<file path="config.mk">
export PLATFORM = sky130hd
export DESIGN_NAME = parity_scan_unit
export DESIGN_NICKNAME = d
export VERILOG_FILES = /design/src/rtl/parity_scan_unit.sv
export SDC_FILE = /design/constraint.sdc
export NUM_CORES = 1
export LEC_CHECK = 0
export CORE_MARGIN = 5
export CORE_UTILIZATION = 33
export CTS_CLUSTER_SIZE = 28
export DETAILED_ROUTE_END_ITERATION = 8
export GPL_ROUTABILITY_DRIVEN = 0
export HOLD_SLACK_MARGIN = 0.08
export PLACE_DENSITY = 0.58
export RECOVER_POWER = 50
export SETUP_SLACK_MARGIN = 0.3
export SLEW_MARGIN = 10
export SYNTH_ARGS = -nofsm -noshare
export SYNTH_HDL_FRONTEND = slang
export SYNTH_SLANG_ARGS = --single-unit
export TNS_END_PERCENT = 20
</file>
<file path="constraint.sdc">
create_clock -name clk -period 3.5 [get_ports clk]
set_input_delay 0.525 -clock clk [delete_from_list [all_inputs] [get_ports clk]]
set_output_delay 0.525 -clock clk [all_outputs]
set_load 0.01 [all_outputs]
</file>
<file path="src/rtl/parity_scan_unit.sv">
// Serial parity scanner: walks a DATA_WIDTH-bit word STEP bits per cycle,
// accumulating the ones count, then reports parity flags and a generated parity bit.
module parity_scan_unit #(
    parameter int DATA_WIDTH = 8,
    parameter int STEP       = 1
) (
    input  logic                              clk,
    input  logic                              rst,
    input  logic                              start,
    input  logic                              abort,
    input  logic                              odd_mode,
    input  logic [DATA_WIDTH-1:0]             data_in,
    output logic                              busy,
    output logic                              done,
    output logic                              even_parity,
    output logic                              odd_parity,
    output logic                              parity_bit,
    output logic [$clog2(DATA_WIDTH+1)-1:0]   ones_count
);

    localparam int N  = DATA_WIDTH / STEP;
    localparam int CW = $clog2(DATA_WIDTH + 1);
    localparam int SW = (N > 1) ? $clog2(N) : 1;

    typedef enum logic [1:0] {
        IDLE   = 2'd0,
        SCAN   = 2'd1,
        RESULT = 2'd2
    } state_t;

    function automatic logic [CW-1:0] chunk_ones(input logic [STEP-1:0] chunk);
        logic [CW-1:0] n;
        n = {CW{1'b0}};
        for (int i = 0; i < STEP; i++) begin
            n = n + {{(CW-1){1'b0}}, chunk[i]};
        end
        return n;
    endfunction

    state_t                state_q, state_d;
    logic [DATA_WIDTH-1:0] shift_q, shift_d;
    logic [CW-1:0]         acc_q, acc_d;
    logic [SW-1:0]         step_q, step_d;
    logic                  mode_q, mode_d;
    logic                  busy_q, busy_d;
    logic                  done_q, done_d;
    logic                  even_q, even_d;
    logic                  odd_q, odd_d;
    logic                  pbit_q, pbit_d;
    logic [CW-1:0]         ones_q, ones_d;
    logic [CW-1:0]         sum_s;
    logic                  launch_s;

    // Next-state and next-output logic for the scan sequencer
    always_comb begin
        state_d  = state_q;
        shift_d  = shift_q;
        acc_d    = acc_q;
        step_d   = step_q;
        mode_d   = mode_q;
        busy_d   = busy_q;
        done_d   = 1'b0;
        even_d   = even_q;
        odd_d    = odd_q;
        pbit_d   = pbit_q;
        ones_d   = ones_q;
        sum_s    = acc_q + chunk_ones(shift_q[STEP-1:0]);
        launch_s = start & ~abort;

        case (state_q)
            IDLE, RESULT: begin
                // The edge leaving RESULT also samples start, so words can run every N+1 cycles
                if (launch_s) begin
                    state_d = SCAN;
                    shift_d = data_in;
                    mode_d  = odd_mode;
                    acc_d   = {CW{1'b0}};
                    step_d  = {SW{1'b0}};
                    busy_d  = 1'b1;
                end else begin
                    state_d = IDLE;
                    busy_d  = 1'b0;
                end
            end
            SCAN: begin
                if (abort) begin
                    state_d = IDLE;
                    busy_d  = 1'b0;
                end else begin
                    acc_d   = sum_s;
                    shift_d = shift_q >> STEP;
                    step_d  = step_q + SW'(1);
                    busy_d  = 1'b1;
                    if (step_q == SW'(N - 1)) begin
                        state_d = RESULT;
                        done_d  = 1'b1;
                        ones_d  = sum_s;
                        even_d  = ~sum_s[0];
                        odd_d   = sum_s[0];
                        pbit_d  = sum_s[0] ^ mode_q;
                    end else begin
                        state_d = SCAN;
                    end
                end
            end
            default: begin
                state_d = IDLE;
                busy_d  = 1'b0;
            end
        endcase
    end

    // State and output registers with synchronous reset
    always_ff @(posedge clk) begin
        if (rst) begin
            state_q <= IDLE;
            shift_q <= {DATA_WIDTH{1'b0}};
            acc_q   <= {CW{1'b0}};
            step_q  <= {SW{1'b0}};
            mode_q  <= 1'b0;
            busy_q  <= 1'b0;
            done_q  <= 1'b0;
            even_q  <= 1'b0;
            odd_q   <= 1'b0;
            pbit_q  <= 1'b0;
            ones_q  <= {CW{1'b0}};
        end else begin
            state_q <= state_d;
            shift_q <= shift_d;
            acc_q   <= acc_d;
            step_q  <= step_d;
            mode_q  <= mode_d;
            busy_q  <= busy_d;
            done_q  <= done_d;
            even_q  <= even_d;
            odd_q   <= odd_d;
            pbit_q  <= pbit_d;
            ones_q  <= ones_d;
        end
    end

    assign busy        = busy_q;
    assign done        = done_q;
    assign even_parity = even_q;
    assign odd_parity  = odd_q;
    assign parity_bit  = pbit_q;
    assign ones_count  = ones_q;

endmodule

</file>
---- Yosys cells after proc, flatten, opt, wreduce, memory -nomap -nowiden ----
Index checks and enable logic that the tools add are counted.
W data, S select, Z words.
storage, ports and cells
  flip-flop bits (word level) ............. 27
  bits of input ports ..................... 13
  word-level logic and storage cells ...... 47
cells by class
  add/sub/neg operators ................... 2
  equality and inequality tests ........... 5
  multiplexer cells ....................... 17
  bitwise gates (word level) .............. 5
  reduce and logical (&&, ||, !) cells .... 7
operators with widths
  operator               number
  $mux W8                2
  $pmux W8 S2            1
  $mux W4                2
  $pmux W4 S2            1
  $mux W3                2
  $pmux W3 S2            1
  $reduce_and A3 Y1      2
  $add A4 B1 Y4          1
  $mux W1                4
  $mux W2                2
  $ne A2 B2 Y1 const B   2
  $pmux W2 S2            1
  $add A3 B1 Y3 const B  1
  $eq A3 B3 Y1 const B   1
  $not A1 Y1             3
  $reduce_or A3 Y1       1
  $eq A2 B1 Y1 const B   1
  $eq A2 B2 Y1 const B   1
  $logic_not A2 Y1       1
  $pmux W1 S2            1
  $reduce_and A2 Y1      1
  $reduce_bool A2 Y1     1
  $reduce_or A2 Y1       1
  $and A1 B1 Y1          1
  $xor A1 B1 Y1          1

---- Logic depth before layout (Yosys ltp) ----
Gate-level depths: netlist of the first run.
  depth after elaboration ................. 4
  depth in mapped cells ................... 6

---- Worst setup path before layout of the first run ----
Ideal clock, no wire load.
  kind .................................... input to register
  start ................................... input abort
  end ..................................... register shift_q[0]
  setup time .............................. 0.086 ns
  data arrival time ....................... 1.305 ns
  data required time ...................... 3.414 ns
  path slack .............................. 2.110 ns
  cell stages on the path ................. 5
  cells stage by stage .................... clkbuf_1 > a21oi_2 > buf_4 > nor2_1 > a211oi_1
on the way
  cells in the longest elaborated chain, start to end .. 4
  elaborated cells between the ends (all ways) .. 5
  classes of those cells .................. 2 x eq/ne; 2 x bitwise; 1 x reduce/logical
ends and longest elaborated chain
  element                        line  RTL
  from (decl)                    10    input logic abort,
  $not A1 Y1 (no line)           -
  $and A1 B1 Y1                  68    launch_s = start & ~abort;
  $ne A2 B2 Y1 (no line)         -
  $reduce_and A3 Y1 (no line) *  -
  to (signal assigned)           117   shift_q <= {DATA_WIDTH{1'b0}};
  to (signal assigned)           129   shift_q <= shift_d;
  to (decl)                      41    logic [DATA_WIDTH-1:0] shift_q, shift_d;
Every way passes the cells marked *; elsewhere a longest branch is shown, timed or not.
A chain may end at the register's enable or synchronous reset.

---- Worst setup path after layout of the first run ----
  start ................................... register state_q[0]
  end ..................................... register acc_q[2]
on the way
  cells in the longest elaborated chain, start to end .. 4
  elaborated cells between the ends (all ways) .. 9
  classes of those cells .................. 4 x eq/ne; 1 x mux; 4 x reduce/logical
ends and longest elaborated chain
  element                                                              line  RTL
  from (decl)                                                          40    state_t state_q, state_d;
  from (signal assigned)                                               128   state_q <= state_d;
  $eq A2 B2 Y1 / $logic_not A2 Y1 (equally long branches)              70    case (state_q)
  $reduce_or A2 Y1                                                     70
  $ne A2 B2 Y1 (no line) / $reduce_bool A2 Y1 (equally long branches)  -
  $reduce_and A3 Y1 (no line)                                          -
  to (signal assigned)                                                 118   acc_q <= {CW{1'b0}};
  to (decl)                                                            42    logic [CW-1:0] acc_q, acc_d;
Several ways; a longest one is shown, not always the timed one.

==> impl.org, run 1 <==
** Global route
- The total overflow left after global routing is 0.
- The via count of the first global-routing pass came to 893.
- For this run, the total global-route usage over all layers was measured as 0.1048.
- Antenna violations before repair :: 0
- The first global-routing pass estimated 3.870 mm of wire.
- Maximum number of pins on one net before global-route repair :: 27

** Critical path
- The worst setup path is launched from a flop.
- By startpoint and endpoint, the worst setup path is classified as reg2reg.
- The worst setup path is captured at a flop.
- Arrival time of the worst setup path :: 2190 ps
- CP max FO :: 15
- STA puts the critical path data required time at 3680 ps.

** Timing
- The count of final max-slew check failures came to 0.
- The smallest clock period supported by the final layout is computed as 2007 ps.
- RSZ-0062 raised after global routing :: false
- The number of hold violations in the final report is 0.
- At the pin with the least slew margin, the transition time is 997.1 ps.
- Clock skew on the completed layout was measured at 7.073 ps.
- Setup violations remaining at the end of the flow were counted as 0.
- Tcrit/Tclk final :: 0.5734
- Slew HR :: 0.3331
- Timing would allow up to 498.3 MHz.
- In the final timing run, aggregate negative setup slack is 0 ps.

** Status
- The run finished with clean final reports.

** Die
- Num ports :: 22
- Total number of placement rows :: 21
- The die covers 4734 µm².
- Overall die width :: 68.81 µm
- The die is 68.81 µm tall.
- Initial Util :: 0.3420
- The core region is 3337 µm².

** Drt
- The highest layer touched by signal routing is met4.
- Routed wl met2 :: 990 µm
- Via density per instance :: 4.798
- DRC violation count after routing :: 0
- Summed over all nets, wire length on met3 after detailed routing comes to 90 µm.
- DR vias :: 878
- Detailed-route wire length per cell :: 11.77 µm
- DR iter-0 viols :: 44
- Antenna Violating Nets Remaining :: 0
- Total routed wire length on the met1 layer :: 1.057 mm
- Number of iterations in the first detailed-routing pass :: 4
- WL final :: 2.153 mm

** Cells and area
- The number of antenna diodes in the final layout is 0.
- Number of nets in the final layout :: 155
- P&R area growth vs syn :: 22.70%
- Most frequent cells in the layout :: sky130_fd_sc_hd__dfxtp_1, sky130_fd_sc_hd__nor2_1, sky130_fd_sc_hd__clkdlybuf4s50_1
- Leaving out fill and tap cells, the most frequent cell in the layout is sky130_fd_sc_hd__dfxtp_1.
- Once layout is complete, the utilization of the core stands at 0.4196.
- Layout cells sized above 1 :: 0.06569
- After routing the design area is 1400 µm².

** Clock tree
- Post-CTS setup buffers :: 0
- H-Tree Depth :: 1
- CTS root buf :: sky130_fd_sc_hd__clkbuf_4
- Count of hold-fix buffers inserted at cts :: 0
- The clock passes through at most 2 buffers.
- Clock latency on the worst-skew pair, taken at its later pin, is 310 ps.
- After clock tree synthesis, the clock-pin slew on the worst setup and hold paths is 140 ps.
- Number of gates resized after CTS :: 0
- The clock drives 26 sinks.
- Number of buffers created by CTS :: 3
- CTS tree :: yes

** Placement
- HPWL after detailed placement :: 1.582 mm
- Input and output buffers added on the ports amount to 21.
- Placed Area :: 1364 µm²

** Yosys
- Synthesized net count :: 137
- After synthesis, the mean cell area works out to 9.509 µm².
- Synthesized instance count :: 120
- Synth Cell Area :: 1141 µm²
- Number of warnings issued by yosys :: 0
- For this run, the register share of the synthesized area comes to 0.4561.
- Counting flops and latches in the post-synthesis netlist gives 26.
- The number of different library cells used by synthesis comes to 27.

** Power
- Summed over all cells, the static leakage comes to 0.5536 nW.
- The worst-case IR drop observed on VDD is 0.1840 mV.
- Share of power burned in the clock network :: 0.288
- Net switching power figure :: 0.0001193 W
- The share of total power dissipated in sequential elements is 0.601.
- Power density relative to cell area :: 369.3 nW/µm²
- The internal power of the cells totals 0.0003978 W.
- Switching part of the total power :: 0.2307
- The share of total power dissipated in combinational logic is 0.110.
- Design Power :: 0.0005171 W

** Hold path
- Worst min path class :: reg2reg

** Job
- Across the run, the number of max-cap violations was 0.
critical path, stage by stage (launching register included):
cell,delay [ps]
sky130_fd_sc_hd__dfxtp_1,490
sky130_fd_sc_hd__nand2b_1,410
sky130_fd_sc_hd__a21oi_2,660
sky130_fd_sc_hd__o311a_1,270
sky130_fd_sc_hd__nor3_1,40
cell usage after synthesis:
cell,n,area [µm²]
sky130_fd_sc_hd__and2_1,2,12.51
sky130_fd_sc_hd__dfxtp_1,26,520.5
sky130_fd_sc_hd__o311a_1,1,10.01
sky130_fd_sc_hd__ha_1,4,50.05
sky130_fd_sc_hd__nand3b_1,1,7.510
sky130_fd_sc_hd__nand2_1,6,22.52
sky130_fd_sc_hd__a21oi_2,1,8.760
sky130_fd_sc_hd__nor3_1,3,15.01
sky130_fd_sc_hd__buf_4,4,30.03
sky130_fd_sc_hd__nor3b_1,1,7.510
sky130_fd_sc_hd__nand3_1,1,5.000
sky130_fd_sc_hd__a211oi_2,3,37.54
sky130_fd_sc_hd__a22oi_1,4,30.03
sky130_fd_sc_hd__a211oi_1,7,52.55
sky130_fd_sc_hd__nor2_1,20,75.07
sky130_fd_sc_hd__o21a_1,1,7.510
sky130_fd_sc_hd__o21ai_0,3,15.01
sky130_fd_sc_hd__xnor2_1,2,17.52
sky130_fd_sc_hd__xor2_1,1,8.760
sky130_fd_sc_hd__mux2i_1,8,80.08
sky130_fd_sc_hd__or4_1,1,7.510
sky130_fd_sc_hd__a21o_1,2,15.01
sky130_fd_sc_hd__nor3b_4,1,18.77
sky130_fd_sc_hd__nand2b_1,4,25.02
sky130_fd_sc_hd__nor2b_1,1,6.260
sky130_fd_sc_hd__a21oi_1,8,40.04
sky130_fd_sc_hd__clkbuf_1,4,15.01
through the flow:
step | setup slack [ps] | hold WS (ps) | instances
final | 1493 | 459.7 | 183
after CTS | 1456 | 468.9 | 183
after detailed placement | 1155 | 450.0 | 179
after floorplan | 2110 | 473.2 | 120
after global placement | 1239 | 446.4 | 179
after global routing | 1272 | 512.6 | 183
state kept, by name (all words and copies together) (netlist names):
register and count:
step_q 3, busy 1, mode_q 1, ones_count 4, parity_bit 1, even_parity 1
done 1, shift_q 8, state_q 2, acc_q 4
final timing paths:
check | startpoint | to | slack, ps | depth (start not counted)
worst max-delay path | state_q[0]$_SDFF_PP0_ | acc_q[2]$_SDFFE_PP0P_ | 1490 | 4
worst max register to register | state_q[0]$_SDFF_PP0_ | acc_q[2]$_SDFFE_PP0P_ | 1490 | 4
worst min-delay path | ones_count[1]$_SDFFE_PP0P_ | ones_count[1]$_SDFFE_PP0P_ | 460 | 2
worst min register to register | ones_count[1]$_SDFFE_PP0P_ | ones_count[1]$_SDFFE_PP0P_ | 460 | 2
cells by family after synthesis:
logic type      after synthesis  share of synthesized area
simple gates                 41                     0.1776
compound gates               30                     0.1897
flops                        26                     0.4561
buf+inv                       8                    0.03947
mux                           8                    0.07018
fa+ha+maj                     4                    0.04386
xor+xnor                      3                    0.02303
metal layers:
layer	vias to the layer above	global-route usage
met4	0	0.02920
met1	398	0.1354
li1	459	-
met2	19	0.1764
met5	-	0
met3	2	0.02107
power groups by stage:
stage	Combinational, W	Clock [W]	Sequential (W)
6_report	0.0000570	0.000149	0.000311
3_5_place_dp	0.0000583	0	0.000318
2_1_floorplan	0.0000381	0	0.000316
3_3_place_gp	0.0000566	0	0.000317
4_1_cts	0.0000586	0.000156	0.000311
5_1_grt	0.0000647	0.000169	0.000313
layout make-up:
cell class | count | area (µm²)
clock buffer | 4 | 36.28
fill | 354 | 1937
multi-input combinational | 86 | 575.6
sequential | 26 | 520.5
tap | 46 | 57.56
timing repair buffer | 21 | 210.2
No activity file was read; power rests on OpenSTA's default activity.
==> inputs of run 2 (changes only) <==
==> constraint.sdc (replaced) <==
create_clock -name clk -period 2 [get_ports clk]
set_input_delay 0.3 -clock clk [delete_from_list [all_inputs] [get_ports clk]]
set_output_delay 0.3 -clock clk [all_outputs]
set_load 0.01 [all_outputs]
==> impl.org, run 2 (same netlist as run 1, synthesis figures left out) <==
** Cells and area
- The net total in the final layout came to 160 (was 155).
- Most frequent cells in the layout: sky130_fd_sc_hd__dfxtp_1, sky130_fd_sc_hd__nor2_1, sky130_fd_sc_hd__clkdlybuf4s50_1 (unchanged).
- Most flop-heavy register :: shift_q (unchanged)
- The count of inserted antenna diode cells came to 0 (unchanged).
- The final-layout fill cell count came to 353 (was 354).
- The layout-stage area growth over the synthesis result came to 22.59% (was 22.70%).
- Max reg flops :: 8 (unchanged)
- Most frequent standard cell in the layout excluding fill and tap cells :: sky130_fd_sc_hd__dfxtp_1 (unchanged)
- The proportion of layout cells with a drive suffix above 1 came to 0.06383 (was 0.06569).

** Power
- The fraction of power consumed by combinational cells came to 0.120 (was 0.110).
- Worst-case vdd ir drop :: 0.2494 mV (was 0.1840 mV)
- The ratio of total power to cell area came to 612.3 nW/µm² (was 369.3 nW/µm²).
- The part of the power in registers came to 0.636 (was 0.601).
- Net switching power figure :: 0.0001986 W (was 0.0001193 W)
- Share of power burned in the clock network :: 0.245 (was 0.288)
- The switching share of total power came to 0.2319 (was 0.2307).
- The leakage dissipation is 0.5399 nW (was 0.5536 nW).
- The internal cell power came to 0.0006578 W (was 0.0003978 W).

** Drt
- The total length of routed wires came to 2.198 mm (was 2.153 mm).
- Detailed-route wire length per cell :: 11.75 µm (was 11.77 µm)
- The DRC violation count after routing came to 0 (unchanged).
- Number of iterations in the first detailed-routing pass :: 4 (unchanged)
- DR vias :: 875 (was 878)
- DR iter-0 viols :: 34 (was 44)
- Via density per instance :: 4.679 (was 4.798)
- The post-detailed-route count of antenna-violating nets came to 0 (unchanged).

** Critical path
- The classification of the worst setup path was in2reg (was reg2reg).
- The arrival time at the worst endpoint is 1850 ps (was 2190 ps).
- Worst setup EP type :: flop (unchanged)
- The maximum fanout count along the critical path was 15 (unchanged).
- Register-to-Register Path Depth :: 5 (was 4)
- The startpoint kind of the worst setup timing path is an input pin (was flop).
- Worst path required time :: 2230 ps (was 3680 ps)

** Clock tree
- The maximum count of clock buffers along a single path is 2 (unchanged).
- CTS root buf :: sky130_fd_sc_hd__clkbuf_4 (unchanged)
- The total clock buffers created by CTS came to 3 (unchanged).
- Clock insertion delay at the later pin of the skew report :: 310 ps (about the same)
- The CTS tree is yes (unchanged).
- The number of buffers inserted by post-CTS setup repair is 0 (unchanged).
- Count of hold-fix buffers inserted at cts :: 0 (unchanged)
- The CTS clock-pin slew for the worst setup and hold paths was 120 ps (was 140 ps).
- H-Tree Depth :: 1 (unchanged)
- The clock sink count was 26 (unchanged).
- The number of instances resized during post-cts repair is 0 (unchanged).

** Timing
- Maximum operating frequency :: 619.9 MHz
- Number of setup violations in the final report :: 0 (unchanged)
- The worst clock skew came to 6.802 ps (was 7.073 ps).
- The count of final max-slew check failures was 0 (unchanged).
- Number of hold violations in the final report :: 0 (unchanged)
- The pin slew with the least headroom to its limit was 380.2 ps (was 997.1 ps).
- Final critical-path required period :: 1613 ps
- Slew HR :: 0.7465 (was 0.3331)
- Final worst slack :: 386.9 ps (was 1493 ps)
- RSZ-0062 raised after global routing :: false (unchanged)
- The total negative setup slack was 0 ps (unchanged).
- Tcrit/Tclk final :: 0.8065

** Placement
- The count of port buffers added during placement is 21 (unchanged).
- Pre-CTS setup slack :: 248.3 ps (was 1155 ps)
- The post-detailed-placement half-perimeter wirelength is 1.652 mm (was 1.582 mm).

** Global route
- The global router's overall resource usage came to 0.1106 (was 0.1048).
- The global-route wire length before repair is 3.946 mm (was 3.870 mm).
- Total global routing overflow :: 0 (unchanged)
- Number of global-route vias before repair :: 899 (was 893)
- The largest net degree at the start of global routing is 27 (unchanged).
- Antenna violations before repair :: 0 (unchanged)

** Hold path
- The classification of the worst-slack hold path is reg2reg (unchanged).
- The number of cells on the worst hold path was 2 (unchanged).

** Die
- The I/O pin total is 22 (unchanged).
- The width of the die is 68.81 µm (unchanged).
- Overall die area :: 4734 µm² (unchanged)
- Total number of placement rows :: 21 (unchanged)
- Initial Util :: 0.3420 (unchanged)
- Height of the die :: 68.81 µm (unchanged)
- The core area was 3337 µm² (unchanged).

** Job
- Maximum Capacitance Violations :: 0 (unchanged)

** Status
- Status: completed (unchanged).
## run 2: critical path, cell delays in order
cell and delay, ps:
sky130_fd_sc_hd__dlygate4sd3_1 550, sky130_fd_sc_hd__clkbuf_1 330, sky130_fd_sc_hd__a21oi_1 70, sky130_fd_sc_hd__clkbuf_2 250, sky130_fd_sc_hd__o311a_1 180, sky130_fd_sc_hd__nor3_1 170
## run 2: worst paths after layout
kind                         startpoint                          to  slack, ps
max                               abort       acc_q[2]$_SDFFE_PP0P_        390
min          ones_count[1]$_SDFFE_PP0P_  ones_count[1]$_SDFFE_PP0P_        470
max reg2reg       state_q[0]$_SDFF_PP0_       acc_q[2]$_SDFFE_PP0P_        490
min reg2reg  ones_count[1]$_SDFFE_PP0P_  ones_count[1]$_SDFFE_PP0P_        470
## run 2: stage by stage
stage	instance area [µm²]	instances	utilization	hold slack, ps	power, W
floorplan	1141	120	-	447.2	0.0006204
global placement	1401	184	0.4199	445.0	0.0006621
detailed placement	1401	184	0.4199	454.6	0.0006649
CTS	1424	187	0.4267	472.8	0.0008807
global route	1399	187	0.4192	516.7	0.0009034
finish	1399	187	0.4192	471.4	0.0008565
## run 2: area by class of cell
class	instances	area, µm²	area share
Tap cell	46	57.56	0.04114
Multi-Input combinational cell	86	560.5	0.4007
Timing Repair Buffer	26	237.7	0.1699
Sequential cell	26	520.5	0.3721
Clock buffer	3	22.52	0.01610
## run 2: power groups by stage
stage | clock network (W) | logic, W | registers, W
after floorplan | 0 | 0.0000666 | 0.000554
after global placement | 0 | 0.000107 | 0.000555
final | 0.000210 | 0.000103 | 0.000544
after detailed placement | 0 | 0.000109 | 0.000556
after CTS | 0.000227 | 0.000109 | 0.000545
after global routing | 0.000240 | 0.000117 | 0.000547
## run 2: metal layers
| metal | GRT usage | routed length [µm] | vias up |
|---|---|---|---|
| met1 | 0.1406 | 1030 | 391 |
| li1 | - | - | 467 |
| met4 | 0.04380 | 15 | 0 |
| met5 | 0 | 0 | - |
| met2 | 0.1824 | 1049 | 15 |
| met3 | 0.02269 | 102 | 2 |
